$ cat config.mk
export PLATFORM = sky130hd
export DESIGN_NAME = huffman_symbol_sequencer_flat
export DESIGN_NICKNAME = d
export VERILOG_FILES = /design/src/rtl/huffman_pkg.sv /design/src/rtl/huffman_symbol_sequencer_if.sv /design/src/rtl/huff_size_amp.sv /design/src/rtl/huffman_symbol_sequencer.sv /design/src/flat_wrapper.sv
export SDC_FILE = /design/constraint.sdc
export NUM_CORES = 2
export LEC_CHECK = 0
export CELL_PAD_IN_SITES_DETAIL_PLACEMENT = 0
export CELL_PAD_IN_SITES_GLOBAL_PLACEMENT = 1
export CORE_MARGIN = 2
export CORE_UTILIZATION = 41
export DETAILED_ROUTE_END_ITERATION = 12
export PLACE_DENSITY = 0.95
export REMOVE_ABC_BUFFERS = 1
export SYNTH_ARGS = -nofsm -noshare
export SYNTH_HDL_FRONTEND = slang
export SYNTH_SLANG_ARGS = --single-unit
$ cat constraint.sdc
create_clock -name clock -period 17.9 [get_ports clock]
set_clock_uncertainty 0.2 [all_clocks]
set_input_delay 5.37 -clock clock [delete_from_list [all_inputs] [get_ports clock]]
set_output_delay 5.37 -clock clock [all_outputs]
set_load 0.005 [all_outputs]
$ cat src/rtl/huffman_pkg.sv
// huffman_pkg: shared widths, FSM states and size/amplitude helpers for the symbol sequencer
package huffman_pkg;
    localparam int RUN_W  = 4;
    localparam int SIZE_W = 4;
    localparam logic [RUN_W-1:0] ZRL_RUN = 4'd15;
    // working width of the helpers; wide enough for any coefficient width up to 15 bits
    localparam int VAL_W  = 16;

    typedef enum logic [1:0] {IDLE, DC, SCAN, HOLD} state_t;

    // bit length of |v|
    function automatic logic [SIZE_W-1:0] size_cat(input logic signed [VAL_W-1:0] v);
        logic [VAL_W-1:0] a;
        a = v[VAL_W-1] ? VAL_W'(-v) : VAL_W'(v);
        size_cat = '0;
        for (int i = 0; i < VAL_W; i++)
            if (a[i]) size_cat = SIZE_W'(i + 1);
    endfunction

    // positive values as-is, negative values in ones' complement, masked to size bits
    function automatic logic [VAL_W-1:0] amp_bits(input logic signed [VAL_W-1:0] v,
                                                  input logic [SIZE_W-1:0] size);
        amp_bits = (VAL_W'(v) - VAL_W'(v[VAL_W-1])) & ((VAL_W'(1) << size) - VAL_W'(1));
    endfunction
endpackage

$ cat src/rtl/huffman_symbol_sequencer_if.sv
// huffman_symbol_sequencer_if: block-in / symbol-out handshake bundle of the symbol sequencer
interface huffman_symbol_sequencer_if
    import huffman_pkg::*;
#(
    parameter int COEF_W   = 10,
    parameter int NUM_COEF = 64,
    parameter int CH_W     = 2
);
    logic                       blk_valid;
    logic                       blk_ready;
    logic [CH_W-1:0]            blk_ch;
    logic [NUM_COEF*COEF_W-1:0] blk_coef;
    logic                       dc_reset;
    logic                       sym_valid;
    logic                       sym_ready;
    logic                       sym_is_dc;
    logic [CH_W-1:0]            sym_ch;
    logic [RUN_W-1:0]           sym_run;
    logic [SIZE_W-1:0]          sym_size;
    logic [COEF_W:0]            sym_amp;
    logic                       sym_eob;
    logic                       sym_zrl;
    logic                       sym_last;

    modport master (
        output blk_valid, blk_ch, blk_coef, dc_reset, sym_ready,
        input  blk_ready, sym_valid, sym_is_dc, sym_ch, sym_run, sym_size, sym_amp,
               sym_eob, sym_zrl, sym_last
    );

    modport slave (
        input  blk_valid, blk_ch, blk_coef, dc_reset, sym_ready,
        output blk_ready, sym_valid, sym_is_dc, sym_ch, sym_run, sym_size, sym_amp,
               sym_eob, sym_zrl, sym_last
    );
endinterface

$ cat src/rtl/huff_size_amp.sv
// huff_size_amp: combinational signed value -> JPEG size category and amplitude bits
module huff_size_amp
    import huffman_pkg::*;
#(
    parameter int W = 11
) (
    input  logic signed [W-1:0] val,
    output logic [SIZE_W-1:0]   size,
    output logic [W-1:0]        amp
);
    logic signed [VAL_W-1:0] ext;

    assign ext  = {{(VAL_W-W){val[W-1]}}, val};
    assign size = size_cat(ext);
    assign amp  = W'(amp_bits(ext, size));
endmodule

$ cat src/rtl/huffman_symbol_sequencer.sv
// huffman_symbol_sequencer: zigzag block -> DC-difference, AC (run,size), ZRL and EOB symbols.
// Define HUFF_SEQ_STATS_EN to add stat_sym_cnt / stat_zero_blk block statistics outputs.
module huffman_symbol_sequencer
    import huffman_pkg::*;
#(
    parameter int COEF_W   = 10,
    parameter int NUM_COEF = 64,
    parameter int NUM_CH   = 3,
    parameter int CH_W     = 2
) (
    input logic clock,
    input logic reset,
`ifdef HUFF_SEQ_STATS_EN
    output logic [7:0] stat_sym_cnt,
    output logic       stat_zero_blk,
`endif
    huffman_symbol_sequencer_if.slave bus
);
    localparam int K_W = $clog2(NUM_COEF + 1);

    state_t                     state, state_nx;
    logic [NUM_COEF*COEF_W-1:0] coef_q;
    logic [CH_W-1:0]            ch_q, ch_in;
    logic [K_W-1:0]             k, last_nz, last_nz_q;
    logic [RUN_W-1:0]           run, run_nx;
    logic signed [COEF_W-1:0]   pred [NUM_CH];
    logic signed [COEF_W-1:0]   coef0_in, pred_in, cur;
    logic signed [COEF_W:0]     diff, ac_val;
    logic [SIZE_W-1:0]          dc_size, ac_size;
    logic [COEF_W:0]            dc_amp, ac_amp;
    logic                       accept, sym_fire, past, emit, is_eob, is_zrl, ac_last;
    logic                       sym_valid, sym_is_dc, sym_eob, sym_zrl, sym_last;
    logic [RUN_W-1:0]           sym_run;
    logic [SIZE_W-1:0]          sym_size;
    logic [COEF_W:0]            sym_amp;

    assign accept   = bus.blk_valid && bus.blk_ready;
    assign sym_fire = sym_valid && bus.sym_ready;
    assign ch_in    = 32'(bus.blk_ch) < NUM_CH ? bus.blk_ch : '0;

    // DC difference is formed straight from the offered block so it is valid the cycle after accept
    assign coef0_in = bus.blk_coef[COEF_W-1:0];
    assign pred_in  = bus.dc_reset ? '0 : pred[ch_in];
    assign diff     = {coef0_in[COEF_W-1], coef0_in} - {pred_in[COEF_W-1], pred_in};

    // coefficients shift down one slot per SCAN cycle, so index k always sits in slot 1
    assign cur     = coef_q[2*COEF_W-1:COEF_W];
    assign ac_val  = {cur[COEF_W-1], cur};
    assign past    = k > last_nz_q;
    assign is_eob  = past;
    assign is_zrl  = !past && cur == '0 && run == ZRL_RUN;
    assign emit    = past || cur != '0 || run == ZRL_RUN;
    assign run_nx  = emit ? '0 : run + 1'b1;
    assign ac_last = !past && k == K_W'(NUM_COEF - 1);

    huff_size_amp #(.W(COEF_W + 1)) u_dc (.val(diff),   .size(dc_size), .amp(dc_amp));
    huff_size_amp #(.W(COEF_W + 1)) u_ac (.val(ac_val), .size(ac_size), .amp(ac_amp));

    assign bus.blk_ready = state == IDLE;
    assign bus.sym_valid = sym_valid;
    assign bus.sym_is_dc = sym_is_dc;
    assign bus.sym_ch    = ch_q;
    assign bus.sym_run   = sym_run;
    assign bus.sym_size  = sym_size;
    assign bus.sym_amp   = sym_amp;
    assign bus.sym_eob   = sym_eob;
    assign bus.sym_zrl   = sym_zrl;
    assign bus.sym_last  = sym_last;

    // highest AC index holding a nonzero coefficient, 0 when the AC part is all zero
    always_comb begin
        last_nz = '0;
        for (int i = 1; i < NUM_COEF; i++)
            if (bus.blk_coef[i*COEF_W +: COEF_W] != '0) last_nz = K_W'(i);
    end

    // next state: DC and HOLD both wait for the symbol handshake
    always_comb begin
        state_nx = state;
        case (state)
            IDLE:    state_nx = accept ? DC : IDLE;
            SCAN:    state_nx = emit ? HOLD : SCAN;
            default: state_nx = sym_fire ? (sym_last ? IDLE : SCAN) : HOLD;
        endcase
    end

    // state register
    always_ff @(posedge clock) begin
        if (reset) state <= IDLE;
        else state <= state_nx;
    end

    // capture the block on accept, walk AC coefficients in SCAN, hold each symbol until taken
    always_ff @(posedge clock) begin
        if (reset) begin
            coef_q    <= '0;
            ch_q      <= '0;
            last_nz_q <= '0;
            k         <= '0;
            run       <= '0;
            sym_valid <= 1'b0;
            sym_is_dc <= 1'b0;
            sym_run   <= '0;
            sym_size  <= '0;
            sym_amp   <= '0;
            sym_eob   <= 1'b0;
            sym_zrl   <= 1'b0;
            sym_last  <= 1'b0;
        end else if (state == IDLE) begin
            if (accept) begin
                coef_q    <= bus.blk_coef;
                ch_q      <= ch_in;
                last_nz_q <= last_nz;
                k         <= K_W'(1);
                run       <= '0;
                sym_valid <= 1'b1;
                sym_is_dc <= 1'b1;
                sym_run   <= '0;
                sym_size  <= dc_size;
                sym_amp   <= dc_amp;
                sym_eob   <= 1'b0;
                sym_zrl   <= 1'b0;
                sym_last  <= 1'b0;
            end
        end else if (state == SCAN) begin
            coef_q <= coef_q >> COEF_W;
            k      <= k + 1'b1;
            run    <= run_nx;
            if (emit) begin
                sym_valid <= 1'b1;
                sym_is_dc <= 1'b0;
                sym_run   <= run;
                sym_size  <= ac_size;
                sym_amp   <= ac_amp;
                sym_eob   <= is_eob;
                sym_zrl   <= is_zrl;
                sym_last  <= is_eob || ac_last;
            end
        end else if (sym_fire) begin
            sym_valid <= 1'b0;
        end
    end

    // predictors: cleared by dc_reset with the block, loaded with its DC coefficient in DC
    always_ff @(posedge clock) begin
        for (int i = 0; i < NUM_CH; i++)
            if (reset || (accept && bus.dc_reset)) pred[i] <= '0;
            else if (state == DC && CH_W'(i) == ch_q) pred[i] <= coef_q[COEF_W-1:0];
    end

`ifdef HUFF_SEQ_STATS_EN
    logic [7:0] sym_cnt;

    // count taken symbols, publish the block total on its last symbol, flag all-zero-AC blocks
    always_ff @(posedge clock) begin
        if (reset) begin
            sym_cnt       <= '0;
            stat_sym_cnt  <= '0;
            stat_zero_blk <= 1'b0;
        end else begin
            stat_zero_blk <= accept && last_nz == '0;
            if (sym_fire) begin
                sym_cnt <= sym_last ? '0 : sym_cnt + 1'b1;
                if (sym_last) stat_sym_cnt <= sym_cnt + 1'b1;
            end
        end
    end
`endif
endmodule

$ cat src/flat_wrapper.sv
// flat-port wrapper written by rule: the top's interface ports become plain ports
module huffman_symbol_sequencer_flat import huffman_pkg::*;
#(
    parameter int COEF_W   = 10,
    parameter int NUM_COEF = 64,
    parameter int NUM_CH   = 3,
    parameter int CH_W     = 2
)
  (clock, reset, bus_blk_valid, bus_blk_ch, bus_blk_coef, bus_dc_reset, bus_sym_ready, bus_blk_ready, bus_sym_valid, bus_sym_is_dc, bus_sym_ch, bus_sym_run, bus_sym_size, bus_sym_amp, bus_sym_eob, bus_sym_zrl, bus_sym_last);
  huffman_symbol_sequencer_if #(.COEF_W(COEF_W), .NUM_COEF(NUM_COEF), .CH_W(CH_W)) bus_i ();
  input logic clock;
  input logic reset;
  input wire logic [$bits(bus_i.blk_valid)-1:0] bus_blk_valid;
  input wire logic [$bits(bus_i.blk_ch)-1:0] bus_blk_ch;
  input wire logic [$bits(bus_i.blk_coef)-1:0] bus_blk_coef;
  input wire logic [$bits(bus_i.dc_reset)-1:0] bus_dc_reset;
  input wire logic [$bits(bus_i.sym_ready)-1:0] bus_sym_ready;
  output wire logic [$bits(bus_i.blk_ready)-1:0] bus_blk_ready;
  output wire logic [$bits(bus_i.sym_valid)-1:0] bus_sym_valid;
  output wire logic [$bits(bus_i.sym_is_dc)-1:0] bus_sym_is_dc;
  output wire logic [$bits(bus_i.sym_ch)-1:0] bus_sym_ch;
  output wire logic [$bits(bus_i.sym_run)-1:0] bus_sym_run;
  output wire logic [$bits(bus_i.sym_size)-1:0] bus_sym_size;
  output wire logic [$bits(bus_i.sym_amp)-1:0] bus_sym_amp;
  output wire logic [$bits(bus_i.sym_eob)-1:0] bus_sym_eob;
  output wire logic [$bits(bus_i.sym_zrl)-1:0] bus_sym_zrl;
  output wire logic [$bits(bus_i.sym_last)-1:0] bus_sym_last;
  assign bus_i.blk_valid = bus_blk_valid;
  assign bus_i.blk_ch = bus_blk_ch;
  assign bus_i.blk_coef = bus_blk_coef;
  assign bus_i.dc_reset = bus_dc_reset;
  assign bus_i.sym_ready = bus_sym_ready;
  assign bus_blk_ready = bus_i.blk_ready;
  assign bus_sym_valid = bus_i.sym_valid;
  assign bus_sym_is_dc = bus_i.sym_is_dc;
  assign bus_sym_ch = bus_i.sym_ch;
  assign bus_sym_run = bus_i.sym_run;
  assign bus_sym_size = bus_i.sym_size;
  assign bus_sym_amp = bus_i.sym_amp;
  assign bus_sym_eob = bus_i.sym_eob;
  assign bus_sym_zrl = bus_i.sym_zrl;
  assign bus_sym_last = bus_i.sym_last;
  huffman_symbol_sequencer #(.COEF_W(COEF_W), .NUM_COEF(NUM_COEF), .NUM_CH(NUM_CH), .CH_W(CH_W)) u_core (.clock(clock), .reset(reset), .bus(bus_i));
endmodule
Word-level counts from Yosys, hierarchy flattened
Memories as Yosys holds them, arrays and structs flattened.
Cells that the tools add are included.
{ "word_totals": {"inputBits": 647, "elab_cells": 286, "mem_bits_rw": 30, "register_bits": 686, "n_memories": 1, "out_inout_bits": 27} }
{ "memory_table": {"columns": ["memory", "words", "word_bits", "read_ports", "rd_ports_with_merged_regs", "wr", "line", "source"], "rows": [
  ["u_core.pred", 3, 10, 1, 0, 3, "huffman_symbol_sequencer.sv:26", "logic signed [COEF_W-1:0] pred [NUM_CH];"]
]} }
{ "classes": {"shifts": 2, "mux": 157, "order_cmp": 2, "add_sub_neg": 9, "eq_ne": 8, "n_bitwise": 5, "n_reduce_logical": 88} }
{ "op_table": {"columns": ["op", "count"], "rows": [
  ["640-bit 2-to-1 mux", 3],
  ["10-bit nonzero test", 64],
  ["7-bit 2-to-1 mux", 65],
  ["4-bit 2-to-1 mux", 41],
  ["11-bit 2-to-1 mux", 4],
  ["10-bit 2-to-1 mux", 4],
  ["1-bit 2-to-1 mux", 34],
  ["16-bit 2-to-1 mux", 2],
  ["11-bit AND", 2],
  ["1-bit by 4-bit left shift with 11-bit output, first input constant", 2],
  ["11-bit by 1-bit subtractor with 11-bit output, second input constant", 2],
  ["10-bit negation with 16-bit output", 1],
  ["11-bit negation with 16-bit output", 1],
  ["10-bit by 10-bit subtractor with 11-bit output", 1],
  ["10-bit by 2-bit subtractor with 11-bit output", 1],
  ["11-bit by 2-bit subtractor with 11-bit output", 1],
  ["10-bit zero test", 1],
  ["1-bit logical AND", 9],
  ["7-bit by 1-bit adder with 7-bit output, second input constant", 1],
  ["7-bit by 6-bit equality test with 1-bit output, second input constant", 1],
  ["7-bit greater-than comparator", 1],
  ["2-bit 2-to-1 mux", 3],
  ["3-bit AND reduction", 2],
  ["4-bit by 1-bit adder with 4-bit output, second input constant", 1],
  ["16 further kinds", 24]
]} }

Logic depth before layout (Yosys ltp)
{ "depth": {"ltp_word": 64, "mapped_depth": 22, "mapped_depth_nobuf": 20} }

Cells and area by module
A second synthesis with hierarchy kept.
{ "hier_totals": {"hier_cells": 4637, "hier_area_um2": 35216.3} }
{ "by_module_without_submodules": {"columns": ["mod", "cells_each", "seq_area_each_um2", "instances", "area_each_um2"], "rows": [
  ["huffman_symbol_sequencer", 4345, 14614.0, 1, 33159.3],
  ["huff_size_amp (u_core.u_dc)", 152, 0.0, 1, 1072.3],
  ["huff_size_amp (u_core.u_ac)", 140, 0.0, 1, 984.7]
]} }

Worst setup path before layout
No wires, ideal clock.
{ "synth_timing": {"kind": "in2reg", "startpoint": "input bus_blk_ch[1]", "endpoint": "register u_core.sym_amp[6], in the netlist u_core.bus.sym_amp[6]", "setup_time_ns": 0.120, "setup_slack_ns": 7.638, "stages": 19, "path_buffers": 2, "required_time_ns": 17.580, "t_arrival_ns": 9.942, "path_cell_list": "buf_1 > clkbuf_1 > mux2i_1 > a211oi_1 > ha_1 > inv_1 > fa_1 > xnor2_2 > and3_1 > o221ai_2 > a211oi_2 > o211ai_1 > a211oi_2 > o21ai_1 > or3_2 > ha_1 > nand2_1 > mux2_2 > a211o_1"} }
{ "synth_between": {"elab_chain_cells": 28, "elab_cells_between_ends": 29, "cone_classes": "add/sub (4); order compare (1); shift (1); mux (21); bitwise (1); memory (1)"} }
{ "synth_rtl": {"columns": ["element", "line", "source"], "rows": [
  ["start, declared", "flat_wrapper.sv:14", "input wire logic [$bits(bus_i.blk_ch)-1:0] bus_blk_ch;"],
  ["2-bit less-than comparator", "huffman_symbol_sequencer.sv:39", "assign ch_in = 32'(bus.blk_ch) < NUM_CH ? bus.blk_ch : '0;"],
  ["2-bit 2-to-1 mux *", "huffman_symbol_sequencer.sv:39", null],
  ["memory 3 x 10 bit *", null, null],
  ["10-bit 2-to-1 mux *", "huffman_symbol_sequencer.sv:43", "assign pred_in = bus.dc_reset ? '0 : pred[ch_in];"],
  ["10-bit by 10-bit subtractor with 11-bit output *", "huffman_symbol_sequencer.sv:44", "assign diff = {coef0_in[COEF_W-1], coef0_in} - {pred_in[COEF_W-1], pred_in};"],
  ["11-bit negation with 16-bit output", "huffman_pkg.sv:14", "a = v[VAL_W-1] ? VAL_W'(-v) : VAL_W'(v);"],
  ["16-bit 2-to-1 mux", "huffman_pkg.sv:14", null],
  ["1-bit 2-to-1 mux", "huffman_pkg.sv:17", "if (a[i]) size_cat = SIZE_W'(i + 1);"],
  ["4-bit 2-to-1 mux (15 in series)", "huffman_pkg.sv:17", null],
  ["1-bit by 4-bit left shift with 11-bit output", "huffman_pkg.sv:23", "amp_bits = (VAL_W'(v) - VAL_W'(v[VAL_W-1])) & ((VAL_W'(1) << size) - VAL_W'(1));"],
  ["11-bit by 1-bit subtractor with 11-bit output", "huffman_pkg.sv:23", null],
  ["11-bit AND *", "huffman_pkg.sv:23", null],
  ["11-bit 2-to-1 mux *", "huffman_symbol_sequencer.sv:110", "if (accept) begin"],
  ["11-bit 2-to-1 mux *", "huffman_symbol_sequencer.sv:109", "end else if (state == IDLE) begin"],
  ["end signal, assigned", "huffman_symbol_sequencer.sv:120", "sym_amp <= dc_amp;"],
  ["end signal, assigned", "huffman_symbol_sequencer.sv:134", "sym_amp <= ac_amp;"],
  ["end, declared", "huffman_symbol_sequencer.sv:35", "logic [COEF_W:0] sym_amp;"]
]} }
Every way passes the cells marked *; elsewhere a longest branch is shown, timed or not. The select of a mux whose other input is x is not followed.
A chain may end at the register's enable or synchronous reset.

Worst setup path after layout
{ "layout_timing": {"startpoint": "input bus_blk_ch[0]", "endpoint": "register u_core.sym_amp[6], in the netlist u_core.bus.sym_amp[6]"} }
Same word-level chain as after synthesis.

==> impl_metrics.csv <==
group,metric,value,unit
clock_network,cts_resized,0,
synth,netlist_area,34800,µm²
timing,finalSetupViolCount,0,
detailed_routing,dr.first_iter.drc_count,3027,
synth,yosys.cell_count.top_type,"nand2_1",
die,die_x,295,µm
setup_path,worst-path-buf-inv,2,
synth,netlist.area_leader.share,0.394,
grt,antenna_found_initial,25,
power_and_ir_drop,sequentialPowerShare,0.386,
setup_path,rrSetupSlack,12.21,ns
grt,grt_max_degree,230,
synth,ys_warn_count,0,
run_status,status,"finished, final reports clean",
timing,maxSlewViolCount,0,
layout,drive_above_1_share,0.0456,
clock_network,htreeDepth,3,
detailed_routing,wire_per_inst,20.5,µm
die,dieArea,87200,µm²
min_path,holdPathStages,2,
grt,grt_pass1_vias,33099,
placement,gp_congestion,0.917,
setup_path,reg2reg_to,"u_core.bus.sym_amp[6]",
min_path,hold_start,"u_core.coef_q[31]",
setup_path,crit_family,"compound AO/OA/AOI/OAI gates",
setup_path,cp_max_fo,22,
die,row_count,106,
timing,fmax,91.3,MHz
layout,fin_area,44700,µm²
grt,grt_pass1_wl,193000,µm
clock_network,clock_path_buffers,3,
detailed_routing,route.detailed.drc,0,
clock_network,numCtsBuffers,81,
setup_path,critPathSlowestCell,"clkdlybuf4s50_1",
synth,synthArstFlopShare,0,
run,cap_viol_max_count,0,
synth,avgSynthCellArea,7.53,µm²
setup_path,end_kind,"flop",
layout,seq_area,14600,µm²
power_and_ir_drop,fin_total_pwr,5460,µW
synth,synth_top_area_cell,"dfxtp_1",
placement,dpl_cell_area,41800,µm²
setup_path,critPathKind,"input port to flop",
setup_path,crit_arrival,11.26,ns
setup_path,cp-start-kind,"input port",
layout,syn2layout_area_growth,28.5,%
clock_network,clk_latency,0.62,ns
power_and_ir_drop,p_int,3580,µW
synth,synthTopCellsByArea,"dfxtp_1, a311oi_1, nand2_1",
timing,worstMarginPinSlew,1.13,ns
power_and_ir_drop,netSwitchingFraction,0.346,
setup_path,reg2regPathDepth,18,
power_and_ir_drop,p_clk_frac,0.326,
detailed_routing,viasPerCell,5.72,
synth,synth-seq-area-share,0.420,
placement,io_buffers,673,
synth,synth_edf_count,30,
detailed_routing,final_antenna_net_count,0,
grt,grt_overflow,0,
synth,yosys_register_bits,715,
detailed_routing,wirelength,128000,µm
clock_network,post_cts_buffers,0,
clock_network,root_buffer,"clkbuf_16",
synth,netlist_top_cells_count,"nand2_1, nor2_1, dfxtp_1",
clock_network,ctsHoldBuffers,0,
detailed_routing,vias,35665,
timing,finalHoldViolCount,0,
timing,fin_crit,10.95,ns
timing,maxSlewHeadroom,0.243,
setup_path,worstPathRequired,18.21,ns
layout,stdcell_count,6237,
layout,fin_nets,5695,
placement,place_inst,6072,
power_and_ir_drop,p_leak,0.0160,µW
timing,fin_setup_tns,0,ns
synth,ys.flop_type,"dfxtp_1",
layout,postLayoutCoreUtil,0.533,
grt,grt.total_usage,0.280,
setup_path,path_cells,"clkdlybuf4s50_1 > a211oi_1 > a211oi_1 > ha_1 > inv_1 > fa_1 > xnor2_2 > and3_1 > o221ai_2 > a211oi_2 > o211ai_1 > a211oi_2 > o21ai_1 > or3_2 > ha_1 > nand2_1 > mux2_2 > a211o_1",
power_and_ir_drop,power_density,122,nW/µm²
layout,fillers,8175,
timing,post-route-period-util,0.612,
die,start_util,0.415,
power_and_ir_drop,p_sw,1890,µW
setup_path,max_stage_delay,0.95,ns
layout,multiInputGateArea,18600,µm²
timing,rsz0062_at_grt,"false",
power_and_ir_drop,worst_ir_drop_vdd,0.0730,mV
clock_network,cts_tree,"yes",
min_path,min_path_type,"flop to flop",
synth,synth.distinct_cells,94,
die,io_pins,674,
clock_network,cts_sinks,715,
die,core-area,83800,µm²
clock_network,path_clk_slew,0.06,ns
placement,place_hpwl,91900,µm
min_path,hold-path-endpoint,"u_core.coef_q[21]",
die,fp.dieH,295,µm
synth,synthCells,4621,
detailed_routing,drtPass1Iterations,5,
setup_path,rr_startpoint,"u_core.pred[0][0]",
power_and_ir_drop,p_comb_frac,0.288,
through the flow:
| stage | hold slack [ns] | setup WS [ns] |
|---|---|---|
| finish | 0.263 | 6.95 |
| global route | 0.288 | 6.59 |
| CTS | 0.266 | 7.06 |
| detailed placement | 0.259 | 6.41 |
| global placement | 0.255 | 6.38 |
| floorplan | 0.237 | -20.53 |
layout by cell type (no fill, tap or decap), types with 15 or more instances in the layout:
master and count:
nand2_1 1326, nor2_1 800, dfxtp_1 685, clkdlybuf4s50_1 672, a311oi_1 634, nor4_1 126
nand3_1 86, clkbuf_16 82, a21oi_1 63, and2_1 41, buf_4 37, nor3_1 35
inv_1 32, edfxtp_1 30, o21ai_0 27, ha_1 26, xnor2_1 23, a211oi_1 22
diode_2 20, nor2b_1 19, or4_1 18, clkbuf_8 18, or2_2 16, mux2i_1 15
clkinv_2 15
layout make-up:
type | instances | area share
tap | 1134 | 0.0317
clock buffer | 110 | 0.0523
multi-input combinational | 3478 | 0.415
sequential | 715 | 0.327
inverter | 33 | 0.00294
clock inverter | 35 | 0.0117
timing repair buffer | 712 | 0.158
antenna | 20 | 0.00112
metal layers:
| metal | GRT usage | routed length (µm) | part of all wire | vias up |
|---|---|---|---|---|
| met1 | 0.361 | 52900 | 0.41 | 16861 |
| met5 | 0 | 82 | 0.00064 | - |
| met2 | 0.462 | 60800 | 0.48 | 1243 |
| li1 | - | - | - | 17303 |
| met4 | 0.112 | 4730 | 0.037 | 12 |
| met3 | 0.0501 | 9350 | 0.073 | 246 |
power groups by stage:
stage               Sequential, µW  Clock, µW  Combinational (µW)
floorplan                     2100          0                1760
global placement              2130          0                1540
detailed placement            2130          0                1560
CTS                           2100       1800                1570
global route                  2140       1870                1760
finish                        2110       1780                1570
worst min-delay path, delay by kind of cell (launching register included):
family             cells  cell delay (ns)
DFF                    1             0.31
and+or+nand+nor        1             0.05
AOI/OAI and AO/OA      1             0.08
worst max path at each step:
stage / endpoint / startpoint / slack [ns] / depth (start not counted)
after floorplan: u_core.run[3] / u_core.state[0] / -20.53 / 7
after CTS: u_core.bus.sym_amp[6] / bus_blk_ch[0] / 7.06 / 20
final: u_core.bus.sym_amp[6] / bus_blk_ch[0] / 6.95 / 18
after global routing: u_core.bus.sym_amp[6] / bus_blk_ch[0] / 6.59 / 20
after global placement: u_core.bus.sym_amp[6] / bus_blk_ch[0] / 6.38 / 20
after detailed placement: u_core.bus.sym_amp[6] / bus_blk_ch[0] / 6.41 / 20
state kept, by name, summed over array words and instances (netlist names), named ones only:
name / cells
u_core.coef_q: 640
u_core.pred: 30
u_core.bus.sym_amp: 11
u_core.k: 7
u_core.last_nz_q: 6
u_core.bus.sym_run: 4
u_core.bus.sym_size: 4
u_core.run: 4
u_core.bus.sym_ch: 2
u_core.bus.sym_eob: 1
u_core.bus.sym_is_dc: 1
u_core.bus.sym_last: 1
u_core.bus.sym_valid: 1
u_core.bus.sym_zrl: 1
u_core.state: 1
logic make-up (layout without fill, tap and decap cells):
group / after synthesis / after routing / share of synthesized area
xor+xnor: 36 / 36 / 0.00950
fa+ha+maj: 27 / 27 / 0.00993
other cells: 0 / 20 / 0
simple gates: 2528 / 2528 / 0.300
mux: 18 / 18 / 0.00529
flops: 715 / 715 / 0.420
buf+inv: 428 / 890 / 0.0468
compound gates: 869 / 869 / 0.208
Note: power is estimated with default switching activity, not from simulation.
